### src/rtl/scic_io_port.sv
// scic_io_port: memory-mapped switch/LED peripheral for the SCIC data bus.
// Switches pass through a two-flop synchroniser and a per-bit debouncer.
// Debounced edges latch sticky change flags that drive a maskable interrupt.
module scic_io_port #(
  parameter int SW_WIDTH        = 4,
  parameter int LED_WIDTH       = 4,
  parameter int DATA_WIDTH      = 32,
  parameter int DEBOUNCE_CYCLES = 4
) (
  input  logic                  clock,
  input  logic                  reset,
  input  logic [SW_WIDTH-1:0]   switches,
  output logic [LED_WIDTH-1:0]  LEDs,
  input  logic [1:0]            addr,
  input  logic                  wr_en,
  input  logic [DATA_WIDTH-1:0] wdata,
  input  logic                  rd_en,
  output logic [DATA_WIDTH-1:0] rdata,
  output logic                  rd_valid,
  output logic                  irq
);

  localparam int CNT_W = $clog2(DEBOUNCE_CYCLES + 1);
  localparam logic [CNT_W-1:0] CNT_LAST = CNT_W'(DEBOUNCE_CYCLES - 1);

  typedef enum logic [1:0] {
    REG_SW   = 2'd0,
    REG_LED  = 2'd1,
    REG_CHG  = 2'd2,
    REG_MASK = 2'd3
  } reg_sel_e;

  reg_sel_e              sel;
  logic [SW_WIDTH-1:0]   sync1;
  logic [SW_WIDTH-1:0]   sync2;
  logic [SW_WIDTH-1:0]   deb;
  logic [SW_WIDTH-1:0]   deb_edge;
  logic [SW_WIDTH-1:0]   chg;
  logic [SW_WIDTH-1:0]   chg_clr;
  logic [SW_WIDTH-1:0]   mask;
  logic [CNT_W-1:0]      cnt [SW_WIDTH];
  logic [LED_WIDTH-1:0]  led_q;
  logic [DATA_WIDTH-1:0] rd_mux;
  logic                  unused_wdata;

  assign sel  = reg_sel_e'(addr);
  assign LEDs = led_q;

  // Upper write-data bits beyond the register widths are intentionally dropped.
  assign unused_wdata = ^wdata;

  // Two-flop synchroniser for the asynchronous switch levels.
  always_ff @(posedge clock or posedge reset) begin
    if (reset) begin
      sync1 <= '0;
      sync2 <= '0;
    end else begin
      sync1 <= switches;
      sync2 <= sync1;
    end
  end

  // A bit is accepted on the sample where its mismatch count would reach DEBOUNCE_CYCLES.
  always_comb begin
    deb_edge = '0;
    for (int unsigned i = 0; i < SW_WIDTH; i++) begin
      deb_edge[i] = (sync2[i] != deb[i]) && (cnt[i] == CNT_LAST);
    end
  end

  // Per-bit debouncer: any sample equal to the accepted level restarts the count.
  always_ff @(posedge clock or posedge reset) begin
    if (reset) begin
      deb <= '0;
      for (int unsigned i = 0; i < SW_WIDTH; i++) begin
        cnt[i] <= '0;
      end
    end else begin
      for (int unsigned i = 0; i < SW_WIDTH; i++) begin
        if (sync2[i] == deb[i]) begin
          cnt[i] <= '0;
        end else if (deb_edge[i]) begin
          deb[i] <= sync2[i];
          cnt[i] <= '0;
        end else begin
          cnt[i] <= cnt[i] + CNT_W'(1);
        end
      end
    end
  end

  // Write-1-to-clear mask for the change flags.
  always_comb begin
    chg_clr = '0;
    if (wr_en && (sel == REG_CHG)) begin
      chg_clr = wdata[SW_WIDTH-1:0];
    end
  end

  // Read mux over current register values, zero-extended to the bus width.
  always_comb begin
    rd_mux = '0;
    case (sel)
      REG_SW:   rd_mux[SW_WIDTH-1:0]  = deb;
      REG_LED:  rd_mux[LED_WIDTH-1:0] = led_q;
      REG_CHG:  rd_mux[SW_WIDTH-1:0]  = chg;
      REG_MASK: rd_mux[SW_WIDTH-1:0]  = mask;
      default:  rd_mux = '0;
    endcase
  end

  // Register file, sticky change flags (set beats clear), interrupt and read port.
  always_ff @(posedge clock or posedge reset) begin
    if (reset) begin
      led_q    <= '0;
      mask     <= '0;
      chg      <= '0;
      irq      <= 1'b0;
      rdata    <= '0;
      rd_valid <= 1'b0;
    end else begin
      if (wr_en && (sel == REG_LED)) begin
        led_q <= wdata[LED_WIDTH-1:0];
      end
      if (wr_en && (sel == REG_MASK)) begin
        mask <= wdata[SW_WIDTH-1:0];
      end
      chg      <= (chg & ~chg_clr) | deb_edge;
      irq      <= |(chg & mask);
      rd_valid <= rd_en;
      if (rd_en) begin
        rdata <= rd_mux;
      end
    end
  end

endmodule

### config.mk
export PLATFORM = sky130hd
export DESIGN_NAME = scic_io_port
export DESIGN_NICKNAME = d
export VERILOG_FILES = /design/src/rtl/scic_io_port.sv
export SDC_FILE = /design/constraint.sdc
export NUM_CORES = 1
export LEC_CHECK = 0
export ABC_AREA = 1
export ABC_CLOCK_PERIOD_IN_PS = 1100
export BUFFER_PORTS_ARGS = -buffer_cell sky130_fd_sc_hd__buf_4
export CELL_PAD_IN_SITES_DETAIL_PLACEMENT = 1
export CELL_PAD_IN_SITES_GLOBAL_PLACEMENT = 1
export CORE_AREA = 8 8 86 88
export CTS_BUF_LIST = sky130_fd_sc_hd__clkbuf_8
export DETAILED_ROUTE_END_ITERATION = 8
export DIE_AREA = 0 0 94 96
export PLACE_DENSITY = 0.88
export SLEW_MARGIN = 20
export SYNTH_ARGS = -nofsm -noshare
export SYNTH_HDL_FRONTEND = slang
export SYNTH_SLANG_ARGS = --single-unit
export TNS_END_PERCENT = 50
### constraint.sdc
create_clock -name clock -period 1.1 [get_ports clock]
set_clock_uncertainty 0.05 [all_clocks]
set_input_delay 0.055 -clock clock [delete_from_list [all_inputs] [get_ports clock]]
set_output_delay 0.055 -clock clock [all_outputs]
set_load 0.03 [all_outputs]
== Word-level counts from Yosys, hierarchy flattened ==
Index checks and enable logic that the tools add are counted.
Word-level totals
  memory bits (writable): 0
  word-level logic and storage cells: 66
  memories: 0
  bits in latches: 0
  register bits after elaboration: 42
  memory bits (read-only): 0
  input port bits: 42
Cells by class
  reductions and logical operators: 13
  bitwise gates (word level): 8
  $add $sub $neg: 4
  multipliers: 0
  shift-type cells: 0
  muxes and demuxes: 10
  equality and inequality tests: 15
  $lt $le $gt $ge: 0
  divide/modulo/power cells: 0
Operators by type and width (count)
  $mux 3: 8
  $pmux 4 s4: 1
  $add 3x1->3 const B: 4
  $eq 3x2->1 const B: 4
  $and 4x4->4: 2
  $reduce_and 2->1: 4
  $logic_and 1x1->1: 7
  $eq 1x1->1: 4
  $eq 2x2->1 const B: 2
  $mux 4: 1
  $ne 1x1->1: 4
  $not 1->1: 4
  $not 4->4: 1
  $or 4x4->4: 1
  $reduce_or 4->1: 1
  $eq 2x1->1 const B: 1
  $logic_not 2->1: 1

== Depth between registers and ports, before layout ==
Gate-level depths: netlist of the first run.
  depth in word-level cells: 6
  depth in mapped cells: 6

== Worst setup path before layout of the first run ==
Ideal clock, no wire load.
  path kind: reg2reg
  from: register cnt[0] (netlist name)
  to: register deb[3]
  setup slack: 115 ps
  library setup time: 126 ps
  clock period less this slack: 985 ps
  stages on the path, launching flop included: 6
  data arrival time: 809 ps
  path buffers: 0
  cells stage by stage: dfrtp_1 ha_1 nand2_1 inv_1 nand2_1 o21ai_0
On the way
  word-level cells in the longest chain between the ends: 3
RTL lines
  from (decl): RTL line 41  | logic [CNT_W-1:0] cnt [SW_WIDTH];
  from (signal, indexed assignment): RTL line 86  | cnt[i] <= cnt[i] + CNT_W'(1);
  $eq 3x2->1: RTL line 67  | deb_edge[i] = (sync2[i] != deb[i]) && (cnt[i] == CNT_LAST);
  $logic_and 1x1->1: RTL line 67
  $reduce_and 2->1 (no source line)
  to (signal, indexed assignment): RTL line 83  | deb[i] <= sync2[i];
  to (decl): RTL line 36  | logic [SW_WIDTH-1:0] deb;
Every way passes these cells.
A chain may end at the register's enable or synchronous reset.

== Final worst setup path of the first run ==
  from: register cnt[9] (netlist name)
  to: register deb[0]
The elaborated chain is that of the path after synthesis.

==> reports/summary.md, run 1 <==
Across the run, the number of max-cap violations was 0. The net count of the finished layout is 282. In this run the remaining antenna-violating nets after routing total 0. The final critical path takes up 93.07% of the cycle. After synthesis, the most frequently instantiated cells are dfrtp_1, nand2_1, buf_4.

For this run, the total global-route usage over all layers was measured as 9.451%. For the worst setup path, the data arrival time is 1.14 ns. The first routing iteration left 49 violations. The number of top-level design ports was 80.

The post-route worst hold slack is 0.01254 ns, and the clock latency on the worst-skew pair is 0.29 ns. The final critical delay including setup and external delays is 1.024 ns. The post-placement setup slack was 0.001751 ns; the power per standard cell area was 1972 mW/mm². At the end of routability-driven placement, the weighted congestion stood at 0.7567.

For the number of global-route vias before repair, the log shows 1480. For this run, asynchronously set or reset flops after synthesis account for 100.0%. For the final max-slew violation count, the log shows 0. Most used flip-flop cell after synthesis: dfrtp_1. Across all layers, the routed design uses 1324 vias. In the final layout, flip-flops and latches occupy 0.001051 mm². From synthesis to final layout, the design area changed by 21.91%. The tightest min-delay check is of the in -> reg type. The count of mapped cells out of synthesis was 195. Along the worst path, the maximum fanout reaches 3. The first global-routing pass estimated 6596 µm of wire.

The run gives 4 as the first-pass iteration count of the detailed router. Dividing the detail-routed via count by the number of cells gives 4.230. Once detailed placement completed, the half-perimeter wirelength came to 2995 µm. Yosys instantiated no cell more often than dfrtp_1.

Dividing the detail-routed wire length by the instance count gives 13.01 µm. Number of clock sinks: 42. Input and output buffers added on the ports amount to 23. The run gives 0 ns as the sum of negative setup slack. The die covers 0.009024 mm².

Setup slack closes at 0.07622 ns. Setup violations remaining at the end of the flow were counted as 0. The multi-input combinational cells in the finished layout cover a total of 669.4 µm². For the worst setup path, the data required time is 1.22 ns. Counting along the longest clock path gives a buffer depth of 2. After global routing the overflow that remains totals 0.

Setup repair after global routing could not meet its margin everywhere. In this run the vertical extent of the chip is 96 µm. The tools report the category of the worst setup path launch point as a register.

The cell leakage power was 1.161 nW. The clock-pin slew of the registers on the worst-case setup and hold paths came out at 0.08 ns. The Yosys step of the flow raised 0 warnings. The number of failing hold endpoints at the final stage is 0, and the number of flops mapped to enable cells by yosys is 0.

The number of flip-flops and latches in the synthesized netlist is 42. Of the synthesized area, sequential elements account for 56.11%. The flow ran to the end, and the final reports show no timing, DRC or antenna violations. The H-tree generated during clock tree synthesis spans 2 levels. The logs give 5 for the number of buffers inserted during clock tree synthesis and 30.73% for the starting density of the core.

Timing would allow up to 976.8 MHz. The worst-case IR drop observed on VDD is 0.7429 mV. The initial antenna violation count is 0.

dfrtp_1 takes more of the synthesized area than any other cell. The tools report the number of fillers in the final layout as 724. The post-synthesis instance area was 0.001873 mm². By area the synthesized netlist is led by dfrtp_1, buf_4, nand2_1, o21ai_0, inv_1.

The worst setup path is captured at a register. The tools report the clock root buffer master as clkbuf_8. The width of the die was 94 µm; the maximum number of pins on one net before global-route repair was 43. Summed over all layers, the routed wires come to 4071 µm. Type of the worst setup path: reg -> reg. The area share of the largest cell type after synthesis works out to 56.11%.

The fraction of final layout cells with drive strength greater than 1 works out to 22.03%. Number of distinct library cells after synthesis: 20. The DRC violations left was 0; the core box area was 0.006096 mm². TritonCTS built the clock tree.

0 antenna diodes ended up in the layout. In this run the core area contains 29 standard-cell rows. Average cell area after synthesis: 9.605 µm².
[layout make-up]
class / instances / area share [%]
Clock buffer: 5 / 3.014
Clock inverter: 2 / 0.3288
Inverter: 22 / 3.836
Multi-Input combinational cell: 129 / 29.32
Sequential cell: 42 / 46.03
Tap cell: 77 / 4.219
Timing Repair Buffer: 36 / 13.26
[sequential cells by signal (all words and copies together) (netlist names)]
register / count
rdata: 4
rd_valid: 1
irq: 1
cnt: 12
chg: 4
mask: 4
LEDs: 4
sync2: 4
sync1: 4
deb: 4
[cells by family after synthesis]
kind of cell    Yosys count  share of synthesized area (%)
compound gates           28                          8.217
xor+xnor                  4                          1.870
fa+ha+maj                 4                          2.672
buf+inv                  51                          16.10
flops                    42                          56.11
other cells               1                         0.2002
simple gates             65                          14.83
[per-stage QoR]
step	power [mW]	std cells	util (%)	instance area (µm²)
2_1_floorplan	3.081	222	-	1974
3_3_place_gp	3.326	294	33.56	2046
3_5_place_dp	3.422	294	33.56	2046
4_1_cts	4.392	309	36.17	2205
5_1_grt	4.834	313	37.46	2283
6_report	4.502	313	37.46	2283
[what timing repair did]
action / in CTS / in global routing
hold buffers: 8 / 0
pin swaps: 0 / 1
hold endpoints to repair: 49 / 0
setup buffers: 0 / 4
gates resized for setup: 3 / 14
endpoints found under the setup margin: 3 / 10
[routing by layer]
layer | vias up | wire length, µm | track usage [%]
met2 | 38 | 2084 | 16.39
met4 | 0 | 74 | 3.699
met5 | - | 0 | 0
li1 | 643 | - | -
met3 | 8 | 272 | 4.134
met1 | 635 | 1639 | 9.910
[worst max-delay path: stages (launching register included)]
cell and delay [ns]:
dfrtp_1 0.39, ha_2 0.19, nand2_1 0.07, inv_1 0.06
nand2_1 0.06, o21ai_0 0.08
[layout by cell type (no fill, tap or decap), types with 4 or more instances in the layout]
master / instances
nand2_1: 36
dfrtp_1: 42
ha_2: 4
o21bai_1: 4
a21oi_1: 4
conb_1: 28
buf_4: 27
nand3_1: 10
nor3_1: 6
inv_1: 19
dlygate4sd3_1: 8
o21ai_1: 7
o21ai_0: 12
nor2_1: 5
clkbuf_8: 5
[power breakdown]
| part | switching (mW) | leakage, nW | internal, mW |
|---|---|---|---|
| Clock | 0.502 | 0.0466 | 0.419 |
| Combinational | 0.848 | 0.589 | 0.581 |
| Sequential | 0.239 | 0.525 | 1.91 |
| Total | 1.59 | 1.16 | 2.91 |
[path summary, 6_finish.rpt]
check / from / end / slack (ns) / cells after the start
worst max-delay path: cnt[9] / deb[0] / 0.08 / 5
worst min-delay path: wdata[1] / mask[1] / 0.01 / 3
worst max register to register: cnt[9] / deb[0] / 0.08 / 5
worst min register to register: sync1[3] / sync2[3] / 0.30 / 0
max in group asynchronous: reset / deb[1] / 0.45 / 4
min in group asynchronous: reset / rdata[2] / 0.32 / 4
Note: power is estimated with default switching activity, not from simulation.
==> inputs of run 2 (changes only) <==
- CORE_AREA: 8 8 86 88 -> 8 8 98 78
- DIE_AREA: 0 0 94 96 -> 0 0 106 86
- PLACE_DENSITY: 0.88 -> 0.87
==> run 2 against run 1 <==
Compared with the run above: non-clock buffer count rose by 1; total power fell by 0.86%; clock-buffer cell count did not move; first-iteration DRC count fell by 41%; critical path type unchanged; critical endpoint is now chg[0].
==> reports/summary.md, run 2 (synthesis gave the netlist of run 1 again) <==
First-pass iteration count of the detailed router: 4. The number of failing hold endpoints at the final stage was 0. The floorplan step set the die width to 106 µm. The routed design uses 2028 µm of met2 wire. Row generation in the floorplan step produced 25 rows. After detailed routing, the number of remaining DRC violations is 0. The tools report the sum of negative setup slack as 0 ns. The tools report the final worst setup slack as 0.05349 ns. TritonCTS built the clock tree. The path class of the tightest hold or removal check is in -> reg. The register with the most flip-flops in the layout has 12 of them. The first-pass GRT wire length is 6858 µm. The logs give 0 for the final max-slew violation count and 42 for the number of clock sinks. The worst setup path is captured at a register. The logs give 2 for the number of H-tree levels and 0 for the final setup violation count.

The power per standard cell area works out to 1949 mW/mm². The worst setup path is launched from a register. The number of nets with antenna violations after routing was 0. The cell leakage power is 1.165 nW.

The setup path with the least slack is of type reg -> reg. The count of buffers added on input and output ports is 23. The run gives 0.29 ns as the clock latency on the worst-skew pair. For this block, the routed nets add up to 4028 µm of wire. Clock-pin slew was measured on the worst setup and hold paths at 0.07 ns. Max-cap violations in this run came to 0. Timing analysis after detailed placement gives a worst setup slack of -0.01581 ns. The number of buffers inserted during clock tree synthesis was 5. Timing would allow up to 955.6 MHz. In this run the deepest clock path goes through 2 buffers. The most common library cell in the layout ignoring fill and taps is dfrtp_1. The final HPWL from detailed placement is 3028 µm, and the full die area is 0.009116 mm².

Global routing consumed, over all layers together, 9.505% of the routing resources. Cells with a size suffix above 1 make up 21.52% of the layout. For the finished layout, the period the worst path requires is 1.047 ns. In the final routed layout, each cell accounts on average for 12.67 µm. From bottom edge to top edge, the die measures 86 µm.

The run gives 0 as the initial antenna violation count. Of all nets on the critical path, the largest fanout is 4. The detailed router put a total of 1716 µm of wire on met1. More flip-flops sit in one register than any other, and that register is cnt. Across all layers, the routed design uses 1357 vias. The core box area came out at 0.006100 mm². The top cell types in the final layout, fill and taps aside, are dfrtp_1, nand2_1, conb_1. The flow ran to the end, and the final reports show no timing, DRC or antenna violations. After the first detailed-routing iteration, the DRC count stood at 29.

The maximum vdd drop came out at 0.9097 mV. Using the TritonRoute via totals, the vias-per-cell ratio works out to 4.267. The uppermost signal routing layer after detailed routing is met4.

Hold timing on the final database bottoms out at a slack of 0.09352 ns. The logs give 43 for the maximum number of pins on one net before global-route repair and 1459 for the number of global-route vias before repair. STA puts the critical path data required time at 1.21 ns. Dividing the final minimum period by the clock period gives 95.14%. The reg2reg setup slack came out at 0.05 ns.

For the number of top-level design ports, the log shows 80. Relative to the synthesized area, the layout overhead comes to 22.24%. The root buffer cell chosen for the clock tree is clkbuf_8.

The total power consumption of the routed design was 4.463 mW. The met3 wire length came out at 239 µm. The total overflow left after global routing is 0. The tools report the starting density of the core as 30.71%. Data arrives at the worst endpoint at 1.16 ns. The final layout contains 283 nets. The number of antenna diodes in the final layout is 0. Routability-driven placement finished with a final weighted congestion of 0.7380.
[run 2: timing repair]
action,4_1_cts,5_1_grt
gates resized for setup,3,12
cloned,0,0
endpoints found under the hold margin,51,0
hold buffers,10,0
pin swaps,0,1
setup buffers,0,3
setup endpoints to repair,2,11
[run 2: worst max-delay path, cell delays in order, from the launching register on]
cell and delay (ns):
dfrtp_1 0.39, xnor2_1 0.34, o21ai_0 0.13
[run 2: report_power, final]
group,leakage (nW),internal [mW],total [mW],switching [mW]
logic,0.593,0.560,1.40,0.844
clock network,0.0466,0.418,0.909,0.491
registers,0.525,1.91,2.15,0.236
total,1.16,2.89,4.46,1.57
[run 2: final cells by class]
type | instances | area [µm²]
fill | 726 | 3810
sequential | 42 | 1051
multi-input combinational | 129 | 661.9
timing repair buffer | 37 | 315.3
tap | 81 | 101.3
inverter | 22 | 83.83
clock buffer | 5 | 68.82
clock inverter | 2 | 7.507
[run 2: layer usage]
layer	GRT usage [%]	vias to the layer above
li1	-	648
met1	10.55	674
met2	15.87	31
met3	4.120	4
met4	3.439	0
met5	0	-
[run 2: final timing paths]
kind,to,cells past startpoint,start
max,chg[0],2,deb[0]
min,mask[3],3,wr_en
max reg2reg,chg[0],2,deb[0]
min reg2reg,sync2[0],0,sync1[0]
max in group asynchronous,chg[3],4,reset
min in group asynchronous,sync1[0],4,reset
[run 2: metrics by stage]
step / instances / util, % / area, µm²
2_1_floorplan: 222 / - / 1974
3_3_place_gp: 298 / 33.62 / 2051
3_5_place_dp: 298 / 33.62 / 2051
4_1_cts: 315 / 36.64 / 2235
5_1_grt: 318 / 37.54 / 2290
6_report: 318 / 37.54 / 2290
